$ cat config.mk
export PLATFORM = sky130hd
export DESIGN_NAME = shiftreg_out_ctl_flat
export DESIGN_NICKNAME = d
export VERILOG_FILES = /design/src/rtl/shiftreg_out_ctl_if.sv /design/src/rtl/shiftreg_out_ctl.sv /design/src/flat_wrapper.sv
export SDC_FILE = /design/constraint.sdc
export NUM_CORES = 1
export LEC_CHECK = 0
export CAP_MARGIN = 20
export CORE_UTILIZATION = 24
export CTS_CLUSTER_DIAMETER = 150
export DETAILED_ROUTE_END_ITERATION = 8
export GPL_TIMING_DRIVEN = 0
export PLACE_DENSITY = 0.52
export SETUP_SLACK_MARGIN = 0.15
export SYNTH_ARGS = -nofsm -noshare
export SYNTH_HDL_FRONTEND = slang
export SYNTH_SLANG_ARGS = --single-unit
$ cat constraint.sdc
create_clock -name clock_50m -period 2.4 [get_ports clock_50m]
set_input_delay 0.36 -clock clock_50m [delete_from_list [all_inputs] [get_ports clock_50m]]
set_output_delay 0.36 -clock clock_50m [all_outputs]
set_load 0.1 [all_outputs]
$ cat src/rtl/shiftreg_out_ctl_if.sv
// Parallel-word handshake plus serial shift-register chain pins for shiftreg_out_ctl.
// The master side offers words; the slave side owns the shift chain and status.
interface shiftreg_out_ctl_if #(
    parameter int unsigned WIDTH = 16
) ();
    logic [WIDTH-1:0] data;
    logic             valid;
    logic             ready;
    logic             sr_clk;
    logic             sr_data;
    logic             sr_latch;
    logic             sr_oen;
    logic             done;

    modport master (
        output data, valid,
        input  ready, sr_clk, sr_data, sr_latch, sr_oen, done
    );

    modport slave (
        input  data, valid,
        output ready, sr_clk, sr_data, sr_latch, sr_oen, done
    );
endinterface

$ cat src/rtl/shiftreg_out_ctl.sv
// Drives a serial-in/parallel-out register chain: shifts a captured word out MSB first, then
// pulses the storage latch. Optional macro SHIFTREG_OUT_AUTOREFRESH_EN re-sends the last word.
module shiftreg_out_ctl #(
    parameter int unsigned WIDTH    = 16,
    parameter int unsigned DIV_BITS = 8
) (
    input logic                clock_50m,
    input logic                reset,
    shiftreg_out_ctl_if.slave  bus
);

    localparam int unsigned IdxW = (WIDTH > 1) ? $clog2(WIDTH) : 1;

    typedef enum logic [2:0] {
        StIdle,
        StShiftLo,
        StShiftHi,
        StLatchHi,
        StLatchLo
    } state_e;

    state_e              state_q, state_d;
    logic [DIV_BITS-1:0] phase_q, phase_d;
    logic [IdxW-1:0]     idx_q, idx_d;
    logic [WIDTH-1:0]    shadow_q, shadow_d;
    logic                ready_q, ready_d;
    logic                sr_clk_q, sr_clk_d;
    logic                sr_data_q, sr_data_d;
    logic                sr_latch_q, sr_latch_d;
    logic                sr_oen_q, sr_oen_d;
    logic                done_q, done_d;
`ifdef SHIFTREG_OUT_AUTOREFRESH_EN
    logic                have_word_q, have_word_d;
`endif

    logic phase_end;
    logic accept;

    // Every non-idle state lasts exactly 2^DIV_BITS cycles: leave when the counter is all ones.
    assign phase_end = &phase_q;
    assign accept    = bus.valid & ready_q;

    always_comb begin
        state_d  = state_q;
        phase_d  = phase_q + DIV_BITS'(1);
        idx_d    = idx_q;
        shadow_d = shadow_q;
        sr_oen_d = sr_oen_q;
`ifdef SHIFTREG_OUT_AUTOREFRESH_EN
        have_word_d = have_word_q;
`endif

        unique case (state_q)
            StIdle: begin
                phase_d = '0;
                if (accept) begin
                    shadow_d = bus.data;
                    idx_d    = IdxW'(WIDTH - 1);
                    state_d  = StShiftLo;
`ifdef SHIFTREG_OUT_AUTOREFRESH_EN
                    have_word_d = 1'b1;
`endif
                end
`ifdef SHIFTREG_OUT_AUTOREFRESH_EN
                else if (have_word_q) begin
                    idx_d   = IdxW'(WIDTH - 1);
                    state_d = StShiftLo;
                end
`endif
            end
            StShiftLo: begin
                if (phase_end) begin
                    phase_d = '0;
                    state_d = StShiftHi;
                end
            end
            StShiftHi: begin
                if (phase_end) begin
                    phase_d = '0;
                    if (idx_q != '0) begin
                        idx_d   = idx_q - IdxW'(1);
                        state_d = StShiftLo;
                    end else begin
                        state_d = StLatchHi;
                    end
                end
            end
            StLatchHi: begin
                if (phase_end) begin
                    phase_d = '0;
                    state_d = StLatchLo;
                end
            end
            StLatchLo: begin
                if (phase_end) begin
                    phase_d  = '0;
                    state_d  = StIdle;
                    sr_oen_d = 1'b0;
                end
            end
            default: begin
                phase_d = '0;
                state_d = StIdle;
            end
        endcase

        // Outputs are decoded from the next state so they are registered yet aligned to it.
        ready_d    = (state_d == StIdle);
        sr_clk_d   = (state_d == StShiftHi);
        sr_latch_d = (state_d == StLatchHi);
        done_d     = (state_d == StLatchLo) && (&phase_d);
        sr_data_d  = sr_data_q;
        if (state_d == StShiftLo || state_d == StShiftHi) begin
            sr_data_d = shadow_d[idx_d];
        end
    end

    always_ff @(posedge clock_50m) begin
        if (reset) begin
            state_q    <= StIdle;
            phase_q    <= '0;
            idx_q      <= '0;
            shadow_q   <= '0;
            ready_q    <= 1'b1;
            sr_clk_q   <= 1'b0;
            sr_data_q  <= 1'b0;
            sr_latch_q <= 1'b0;
            sr_oen_q   <= 1'b1;
            done_q     <= 1'b0;
`ifdef SHIFTREG_OUT_AUTOREFRESH_EN
            have_word_q <= 1'b0;
`endif
        end else begin
            state_q    <= state_d;
            phase_q    <= phase_d;
            idx_q      <= idx_d;
            shadow_q   <= shadow_d;
            ready_q    <= ready_d;
            sr_clk_q   <= sr_clk_d;
            sr_data_q  <= sr_data_d;
            sr_latch_q <= sr_latch_d;
            sr_oen_q   <= sr_oen_d;
            done_q     <= done_d;
`ifdef SHIFTREG_OUT_AUTOREFRESH_EN
            have_word_q <= have_word_d;
`endif
        end
    end

    assign bus.ready    = ready_q;
    assign bus.sr_clk   = sr_clk_q;
    assign bus.sr_data  = sr_data_q;
    assign bus.sr_latch = sr_latch_q;
    assign bus.sr_oen   = sr_oen_q;
    assign bus.done     = done_q;

    sr_clk_latch_excl: assert property (@(posedge clock_50m) disable iff (reset)
        !(sr_clk_q && sr_latch_q));

    sr_data_stable_hi: assert property (@(posedge clock_50m) disable iff (reset)
        sr_clk_q |=> (!sr_clk_q || $stable(sr_data_q)));

endmodule
$ cat src/flat_wrapper.sv
// flat-port wrapper written by rule: the top's interface ports become plain ports
module shiftreg_out_ctl_flat 
#(
    parameter int unsigned WIDTH    = 16,
    parameter int unsigned DIV_BITS = 8
)
  (clock_50m, reset, bus_data, bus_valid, bus_ready, bus_sr_clk, bus_sr_data, bus_sr_latch, bus_sr_oen, bus_done);
  shiftreg_out_ctl_if #(.WIDTH(WIDTH)) bus_i ();
  input logic clock_50m;
  input logic reset;
  input wire logic [$bits(bus_i.data)-1:0] bus_data;
  input wire logic [$bits(bus_i.valid)-1:0] bus_valid;
  output wire logic [$bits(bus_i.ready)-1:0] bus_ready;
  output wire logic [$bits(bus_i.sr_clk)-1:0] bus_sr_clk;
  output wire logic [$bits(bus_i.sr_data)-1:0] bus_sr_data;
  output wire logic [$bits(bus_i.sr_latch)-1:0] bus_sr_latch;
  output wire logic [$bits(bus_i.sr_oen)-1:0] bus_sr_oen;
  output wire logic [$bits(bus_i.done)-1:0] bus_done;
  assign bus_i.data = bus_data;
  assign bus_i.valid = bus_valid;
  assign bus_ready = bus_i.ready;
  assign bus_sr_clk = bus_i.sr_clk;
  assign bus_sr_data = bus_i.sr_data;
  assign bus_sr_latch = bus_i.sr_latch;
  assign bus_sr_oen = bus_i.sr_oen;
  assign bus_done = bus_i.done;
  shiftreg_out_ctl #(.WIDTH(WIDTH), .DIV_BITS(DIV_BITS)) u_core (.clock_50m(clock_50m), .reset(reset), .bus(bus_i));
endmodule
-- Word-level counts from Yosys, hierarchy flattened
Index checks and enable logic that the tools add are counted.
Widths: inputs -> output; s select.
- flip-flop bits (word level): 37
- bits of input ports: 19
- add/subtract/negate cells: 2
- order comparisons: 1
- equality and inequality tests: 8
- multiplexer cells: 17
- bitwise gates (word level): 1
- reductions and logical operators: 9
- operators by type and width (operator ; count):
    $mux 16 ; 2
    $mux 8 ; 2
    $reduce_and 8->1 ; 2
    $mux 3 ; 5
    $pmux 3 s5 ; 1
    $eq 3x2->1 const B ; 4
    $mux 4 ; 3
    $reduce_and 9->1 ; 1
    $add 8x1->8 const B ; 1
    $pmux 4 s2 ; 1
    $eq 3x1->1 const B ; 2
    $eq 3x3->1 const B ; 2
    $logic_not 3->1 ; 2
    $lt 4x5->1 const B ; 1
    $bmux 1 s4 ; 1
    $reduce_bool 4->1 ; 1
    $reduce_or 4->1 ; 1
    $sub 4x1->4 const B ; 1
    $mux 2 ; 1
    $and 1x1->1 ; 1
    $logic_and 1x1->1 ; 1
    $logic_or 1x1->1 ; 1
    $mux 1 ; 1

-- Depth between registers and ports, before layout
Gate-level depths: netlist (run 1).
- depth after elaboration: 6
- gate-level depth with buffers: 10

-- Worst setup path after synthesis (run 1)
Ideal clock, no wire load.
- path kind: register -> register
- start point: register u_core.ready_q, in the netlist u_core.bus.ready
- end point: register u_core.sr_data_q, in the netlist u_core.bus.sr_data
- library setup time: 123 ps
- data arrival time: 2433 ps
- path slack: -156 ps
- cell stages (with the launch flop): 9
- path buffers: 1
- cell sequence: dfxtp_1 -> nand2_1 -> nor4_1 -> clkbuf_1 -> nor2_1 -> a221oi_1 -> a21o_1 -> a211o_2 -> o211ai_2
- longest elaborated chain between the ends: 5
- elaborated cells between the ends (all ways): 12
- ends and longest elaborated chain (what ; RTL line ; text):
    start, declared ; shiftreg_out_ctl.sv:26 ; logic ready_q, ready_d;
    start signal, assigned ; shiftreg_out_ctl.sv:138 ; ready_q <= ready_d;
    $and 1x1->1 * ; shiftreg_out_ctl.sv:41 ; assign accept = bus.valid & ready_q;
    $mux 4, or another cell as far along ; shiftreg_out_ctl.sv:56 ; if (accept) begin
    $pmux 4 s2, or another cell as far along ; shiftreg_out_ctl.sv:53 ; unique case (state_q)
    $bmux 1 s4, or another cell as far along ; shiftreg_out_ctl.sv:114 ; sr_data_d = shadow_d[idx_d];
    $mux 1 (implied by the code) / $logic_or 1x1->1 (equally long branches) ; shiftreg_out_ctl.sv:114, shiftreg_out_ctl.sv:113 ;
    end signal, assigned ; shiftreg_out_ctl.sv:140 ; sr_data_q <= sr_data_d;
    end, declared ; shiftreg_out_ctl.sv:28 ; logic sr_data_q, sr_data_d;
Every way passes the cells marked *; elsewhere a longest branch is shown, timed or not. The select of a mux whose other input is x is not followed.
A chain may end at the register's enable or synchronous reset.

-- Final worst setup path (run 1)
- start point: register u_core.state_q[0]
- end point: register u_core.sr_data_q, in the netlist u_core.bus.sr_data
- longest elaborated chain between the ends: 4
- elaborated cells between the ends (all ways): 18
- ends and longest elaborated chain (what ; RTL line ; text):
    start, declared ; shiftreg_out_ctl.sv:22 ; state_e state_q, state_d;
    start signal, assigned ; shiftreg_out_ctl.sv:120 ; state_q <= StIdle;
    start signal, assigned ; shiftreg_out_ctl.sv:134 ; state_q <= state_d;
    $eq 3x2->1, or another cell as far along ; shiftreg_out_ctl.sv:53 ;
    $pmux 4 s2, or another cell as far along ; shiftreg_out_ctl.sv:53 ;
    $bmux 1 s4, or another cell as far along ; shiftreg_out_ctl.sv:114 ;
    $mux 1 (implied by the code) / $logic_or 1x1->1 (equally long branches) ; shiftreg_out_ctl.sv:114, shiftreg_out_ctl.sv:113 ;
Several ways; a longest one is shown, not always the timed one. The select of a mux whose other input is x is not followed.

==> results of run 1 <==
==> logic make-up (layout without fill, tap and decap cells) <==
group,after synthesis,after routing,share of synthesized area
adders and majority gates,2,2,0.0138
buffers and inverters,15,60,0.0379
xor gates and xnor gates,7,7,0.0338
DFF,37,37,0.408
and+or+nand+nor,101,101,0.281
AOI/OAI and AO/OA,43,43,0.172
muxes,9,9,0.0538
==> synthesized netlist by cell type (all sizes together), types with 2 or more instances <==
cell type | n | area share
a211oi | 2 | 0.015
a211o | 2 | 0.010
a21oi | 20 | 0.055
mux2 | 3 | 0.021
inv | 4 | 0.0083
o21ai | 5 | 0.014
and2 | 4 | 0.015
xnor2 | 5 | 0.024
nand4 | 3 | 0.019
nand3 | 8 | 0.025
mux2i | 6 | 0.033
nor2 | 24 | 0.050
nand3b | 2 | 0.0083
dfxtp | 37 | 0.41
nand2 | 45 | 0.094
nor4 | 3 | 0.022
buf | 3 | 0.012
a221oi | 2 | 0.0097
nor4b | 2 | 0.0097
nor2b | 3 | 0.010
clkbuf | 8 | 0.017
a21o | 4 | 0.017
xor2 | 2 | 0.0097
ha | 2 | 0.014
o211ai | 2 | 0.011
==> metal layers <==
layer,vias to the layer above,global-route usage,share of wire
met2,37,0.194,0.46
met1,741,0.143,0.47
met3,6,0.0314,0.046
met5,-,0,0
li1,822,-,-
met4,0,0.0462,0.018
==> power breakdown <==
| group | total [W] | switching (W) | internal, W | leakage (nW) |
|---|---|---|---|---|
| Combinational | 0.000282 | 0.000153 | 0.000129 | 0.550 |
| Clock | 0.000423 | 0.000221 | 0.000201 | 0.0450 |
| Sequential | 0.000668 | 0.0000232 | 0.000645 | 0.304 |
==> flip-flops by register name, summed over array words and instances, names as in the netlist <==
register	cells
u_core.bus.sr_oen	1
u_core.idx_q	4
u_core.bus.sr_latch	1
u_core.state_q	3
u_core.bus.done	1
u_core.bus.sr_data	1
u_core.phase_q	8
u_core.bus.ready	1
u_core.shadow_q	16
u_core.bus.sr_clk	1
==> worst max path at each step <==
| stage | startpoint | endpoint | slack (ns) | depth (start not counted) |
|---|---|---|---|---|
| 2_1_floorplan | u_core.phase_q[0] | u_core.bus.sr_data | 0.06 | 10 |
| 3_3_place_gp | bus_valid | u_core.bus.sr_data | -0.31 | 9 |
| 3_5_place_dp | bus_valid | u_core.bus.sr_data | -0.26 | 9 |
| 4_1_cts | u_core.state_q[0] | u_core.bus.sr_data | 0.03 | 9 |
| 5_1_grt | u_core.phase_q[0] | u_core.bus.sr_data | -0.10 | 10 |
| 6_report | u_core.state_q[0] | u_core.bus.sr_data | 0.01 | 9 |
==> timing repair <==
item | CTS | global route
buffers inserted | 9 | 4
pin swaps | 7 | 7
endpoints found under the setup margin | 11 | 13
resized for setup | 10 | 4
==> metrics by stage <==
stage           util  setup TNS, ns  cells  instance area (um^2)  total power [W]
6_report       0.333              0    358                  2430          0.00137
5_1_grt        0.333         -0.103    358                  2430          0.00144
4_1_cts        0.326              0    354                  2380          0.00139
3_5_place_dp   0.301          -1.60    337                  2200         0.000934
3_3_place_gp   0.301          -2.12    337                  2200         0.000933
2_1_floorplan      -              0    214                  1830         0.000857
==> worst max-delay path: stages, from the launching register on <==
cell	delay (ns)
dfxtp_2	0.32
buf_6	0.11
or4_4	0.51
nor4_4	0.31
mux2i_2	0.32
buf_4	0.17
a221oi_2	0.03
a21o_1	0.16
a211o_2	0.33
o211ai_2	0.06
==> layout make-up <==
type | count | share of cell area
Buffer | 11 | 0.0247
Sequential cell | 37 | 0.309
Timing Repair Buffer | 37 | 0.139
Multi-Input combinational cell | 162 | 0.436
Tap cell | 99 | 0.0510
Clock inverter | 2 | 0.00412
Inverter | 4 | 0.00619
Clock buffer | 6 | 0.0299
==> reports/metrics.yaml, run 1 <==
outcome: "complete, no violations"
critPathRequiredTime_ns: 2.62
antenna_cells: 0
yosys_register_bits: 37
num_rows: 31
async_flop_share: 0
drcViolationCount: 0
rr_worst_depth: 9
clk-insertion-delay-late_ns: 0.28
synth_edf_count: 0
grt_pass1_vias: 1579
postSynthCellCount: 214
grt_setup_unrepaired: "yes"
fillers: 801
clock.fmax_ghz: 0.419
holdWs_ns: 0.457
skew_ns: 0.00492
endpoint_kind: "flip-flop"
wire_per_inst_um: 11.6
initial_core_util: 0.249
vdd_ir_drop_max_mv: 0.170
crit_type: "flip-flop to flip-flop"
gp_congestion: 0.747
drt-initial-drc-count: 35
clock-sinks: 37
ys_types: 51
crit_fanout: 3
relSlewSlack: 0.352
grt_overflow: 0
min_period_ns: 2.39
avgSynthCellArea_um2: 8.48
finalHoldViolations: 0
antenna_found_initial: 0
p_per_area_mw_per_mm2: 565
start_kind: "flip-flop"
layout_setup_ws_ns: 0.0127
timing.rr.end: "u_core.bus.sr_data"
design.core.area_mm2: 0.00729
grt_max_degree: 12
grt_usage: 0.116
hold_depth: 2
wirelength_um: 4140
die_x_um: 89.0
syn_area_mm2: 0.00182
die_h_um: 89.0
cts_inserted_buffers: 5
layout-drive-gt1-share: 0.208
leakagePower_nw: 0.899
r2r_start: "u_core.state_q[0]"
cts_hold_buf: 0
worstPathArrival_ns: 2.61
clkTransAtPathRegs_ns: 0.08
drv_slew: 0
hp-start: "u_core.shadow_q[6]"
dpl_worst_slack_ns: -0.264
ant_nets: 0
cts-root-buf: "clkbuf_8"
mostFrequentLayoutCell: "nand2_1"
area_delta_synth_final_pct: 33.7
grt_pass1_wl_um: 7080
htreeDepth: 2
hp-class: "flip-flop to flip-flop"
dp_hpwl_um: 2880
die_area_mm2: 0.00792
avgViaCountPerCell: 4.49
period_share: 0.995
clock_path_buffers: 2
final_cell_mix: "44 x nand2_1, 32 x dfxtp_1, 24 x nor2_1, 24 x clkdlybuf4s50_1, 20 x a21oi_1"
synth_flop_cell: "dfxtp_1"
max_cap_violations: 0
setup_viol: 0
worstHoldEndpoint: "u_core.shadow_q[6]"
num_vias: 1606
worstMarginPinSlew_ns: 0.968
register_area_um2: 749
r2r_slack_ns: 0.01
yosysWarnings: 0
synth_fp_nets: 235
pin_count: 25
cts_tree: "yes"
drt_first_pass_iters: 4
multi_input_area_mm2: 0.00106
numPortBuffers: 24
nets: 279
synth-seq-area-share: 0.408
Power figures use the tool's default switching activity.
==> run 2: changes to the inputs <==
--- a/config.mk
+++ b/config.mk
@@ -11,7 +11,9 @@
 export DETAILED_ROUTE_END_ITERATION = 8
 export GPL_TIMING_DRIVEN = 0
 export PLACE_DENSITY = 0.52
+export RECOVER_POWER = 25
 export SETUP_SLACK_MARGIN = 0.15
+export SKIP_CTS_REPAIR_TIMING = 1
 export SYNTH_ARGS = -nofsm -noshare
 export SYNTH_HDL_FRONTEND = slang
 export SYNTH_SLANG_ARGS = --single-unit
==> reports/metrics.yaml, run 2 (synthesis results as in run 1) <==
outcome: "finished, violations left"
violations: "setup timing"
crit_buf_inv: 2  # unchanged
clock_path_buffers: 2  # unchanged
dp.cells: 337  # unchanged
max_cap_violations: 0  # unchanged
antenna_cells: 0  # unchanged
critPathRequiredTime_ns: 2.62  # about the same
setup_viol: 1  # +1
holdWs_ns: 0.444  # -0.0129 ns
area_delta_synth_final_pct: 31.2
num_vias: 1576  # -1.9%
clkTransAtPathRegs_ns: 0.08  # about the same
vdd_ir_drop_max_mv: 0.174  # +1.9%
r2r_start: "u_core.state_q[0]"
endpoint_kind: "flip-flop"
wire_per_inst_um: 11.4  # -1.2%
setup_tns_ns: -0.0445  # -0.0445 ns
register_area_um2: 748  # -0.17%
die_area_mm2: 0.00792  # unchanged
die_x_um: 89.0  # unchanged
power_w: 0.00137  # -0.41%
worstMarginPinSlew_ns: 0.968  # unchanged
grt_setup_unrepaired: "yes"
gp_congestion: 0.747  # unchanged
dpl_worst_slack_ns: -0.264  # unchanged
htreeDepth: 2  # unchanged
period_share: 1.02  # +0.0238
drt_first_pass_iters: 4  # unchanged
initial_core_util: 0.249  # unchanged
numPortBuffers: 24  # unchanged
grt_usage: 0.111  # -0.00564
cts-root-buf: "clkbuf_8"
hold_depth: 1  # -1
min_period_ns: 2.44  # +0.0572 ns
fillers: 802  # +0.12%
r2r_slack_ns: -0.04  # -0.06 ns
crit_type: "flip-flop to flip-flop"
wirelength_um: 4020  # -2.9%
drt-initial-drc-count: 29  # -17%
timing.rr.end: "u_core.bus.sr_data"
start_kind: "flip-flop"
p_per_area_mw_per_mm2: 574  # +1.5%
cts_tree: "yes"
grt_pass1_vias: 1513  # -4.2%
clock-sinks: 37  # unchanged
layout-drive-gt1-share: 0.174  # -0.0346
num_rows: 31  # unchanged
grt_pass1_wl_um: 6750  # -4.7%
die_h_um: 89.0  # unchanged
layout_setup_ws_ns: -0.0445  # -0.0572 ns
finalHoldViolations: 0  # unchanged
largest_reg_flops: 16  # unchanged
pin_count: 25  # unchanged
antenna_found_initial: 0  # unchanged
top_register: "u_core.shadow_q"
leakagePower_nw: 0.866  # -3.6%
cts_inserted_buffers: 5  # unchanged
slowest_stage: "or4_4"
crit_fanout: 10  # +7
ant_nets: 0  # unchanged
drv_slew: 0  # unchanged
design.core.area_mm2: 0.00729  # unchanged
avgViaCountPerCell: 4.48  # -0.20%
max_stage_delay_ns: 0.52  # about the same
grt_overflow: 0  # unchanged
final_cell_mix: "44 x nand2_1, 33 x dfxtp_1, 23 x nor2_1, 23 x clkdlybuf4s50_1, 20 x a21oi_1"
stdcell_count: 352  # -1.7%
cp_cell_sequence: "buf_6 -> or4_4 -> nor4_4 -> mux2i_4 -> nor2_2 -> buf_4 -> a22o_1 -> o31a_1 -> o211ai_2"
hp-start: "u_core.phase_q[0]"
nets: 273  # -2.2%
multi_input_area_mm2: 0.00106  # +0.12%
hp-class: "flip-flop to flip-flop"
grt_max_degree: 12  # unchanged
skew_ns: 0.00556  # +0.000632 ns
worstPathArrival_ns: 2.66  # +0.05 ns
dp_hpwl_um: 2880  # unchanged
worstHoldEndpoint: "u_core.phase_q[0]"
clk-insertion-delay-late_ns: 0.29  # about the same
clock.fmax_ghz: 0.409  # -2.3%
crit_family: "simple AND/OR/NAND/NOR gates"
rr_worst_depth: 9  # unchanged
mostFrequentLayoutCell: "nand2_1"
drcViolationCount: 0  # unchanged
relSlewSlack: 0.352  # unchanged
reg_top3: "u_core.shadow_q x16, u_core.phase_q x8, u_core.idx_q x4"
==> run 2: cell count changes in the layout (fill, tap and decap cells not counted), sizes merged <==
cell,delta
dlygate4sd3,+1
clkdlybuf4s50,-1
clkbuf,-1
buf,-5
==> run 2: per-stage QoR <==
step | cell area [um^2] | util
after floorplan | 1830 | -
final | 2380 | 0.327
after global placement | 2200 | 0.301
after CTS | 2280 | 0.312
after detailed placement | 2200 | 0.301
after global routing | 2380 | 0.327
==> run 2: worst max-delay path by stage <==
stage,cells after the start,slack (ns),end,start
5_1_grt,9,-0.12,u_core.bus.sr_data,u_core.state_q[0]
4_1_cts,10,-0.12,u_core.bus.sr_data,u_core.phase_q[0]
2_1_floorplan,10,0.06,u_core.bus.sr_data,u_core.phase_q[0]
6_report,9,-0.04,u_core.bus.sr_data,u_core.state_q[0]
3_5_place_dp,9,-0.26,u_core.bus.sr_data,bus_valid
3_3_place_gp,9,-0.31,u_core.bus.sr_data,bus_valid
==> run 2: per-layer routing <==
metal	global-route usage	vias up	share of wire
li1	-	808	-
met1	0.139	735	0.48
met2	0.182	29	0.46
met3	0.0305	4	0.042
met4	0.0404	0	0.013
met5	0	-	0
==> run 2: power by group <==
part / leakage, nW / total (W) / internal, W / switching, W
clock: 0.0450 / 0.000424 / 0.000201 / 0.000223
sequential: 0.303 / 0.000669 / 0.000645 / 0.0000238
combinational: 0.518 / 0.000274 / 0.000123 / 0.000151
==> run 2: area by class of cell <==
cell class / count / area share
Timing Repair Buffer: 31 / 0.123
Tap cell: 99 / 0.0520
Buffer: 11 / 0.0247
Inverter: 4 / 0.00631
Clock inverter: 2 / 0.00420
Clock buffer: 6 / 0.0305
Multi-Input combinational cell: 162 / 0.445
Sequential cell: 37 / 0.314
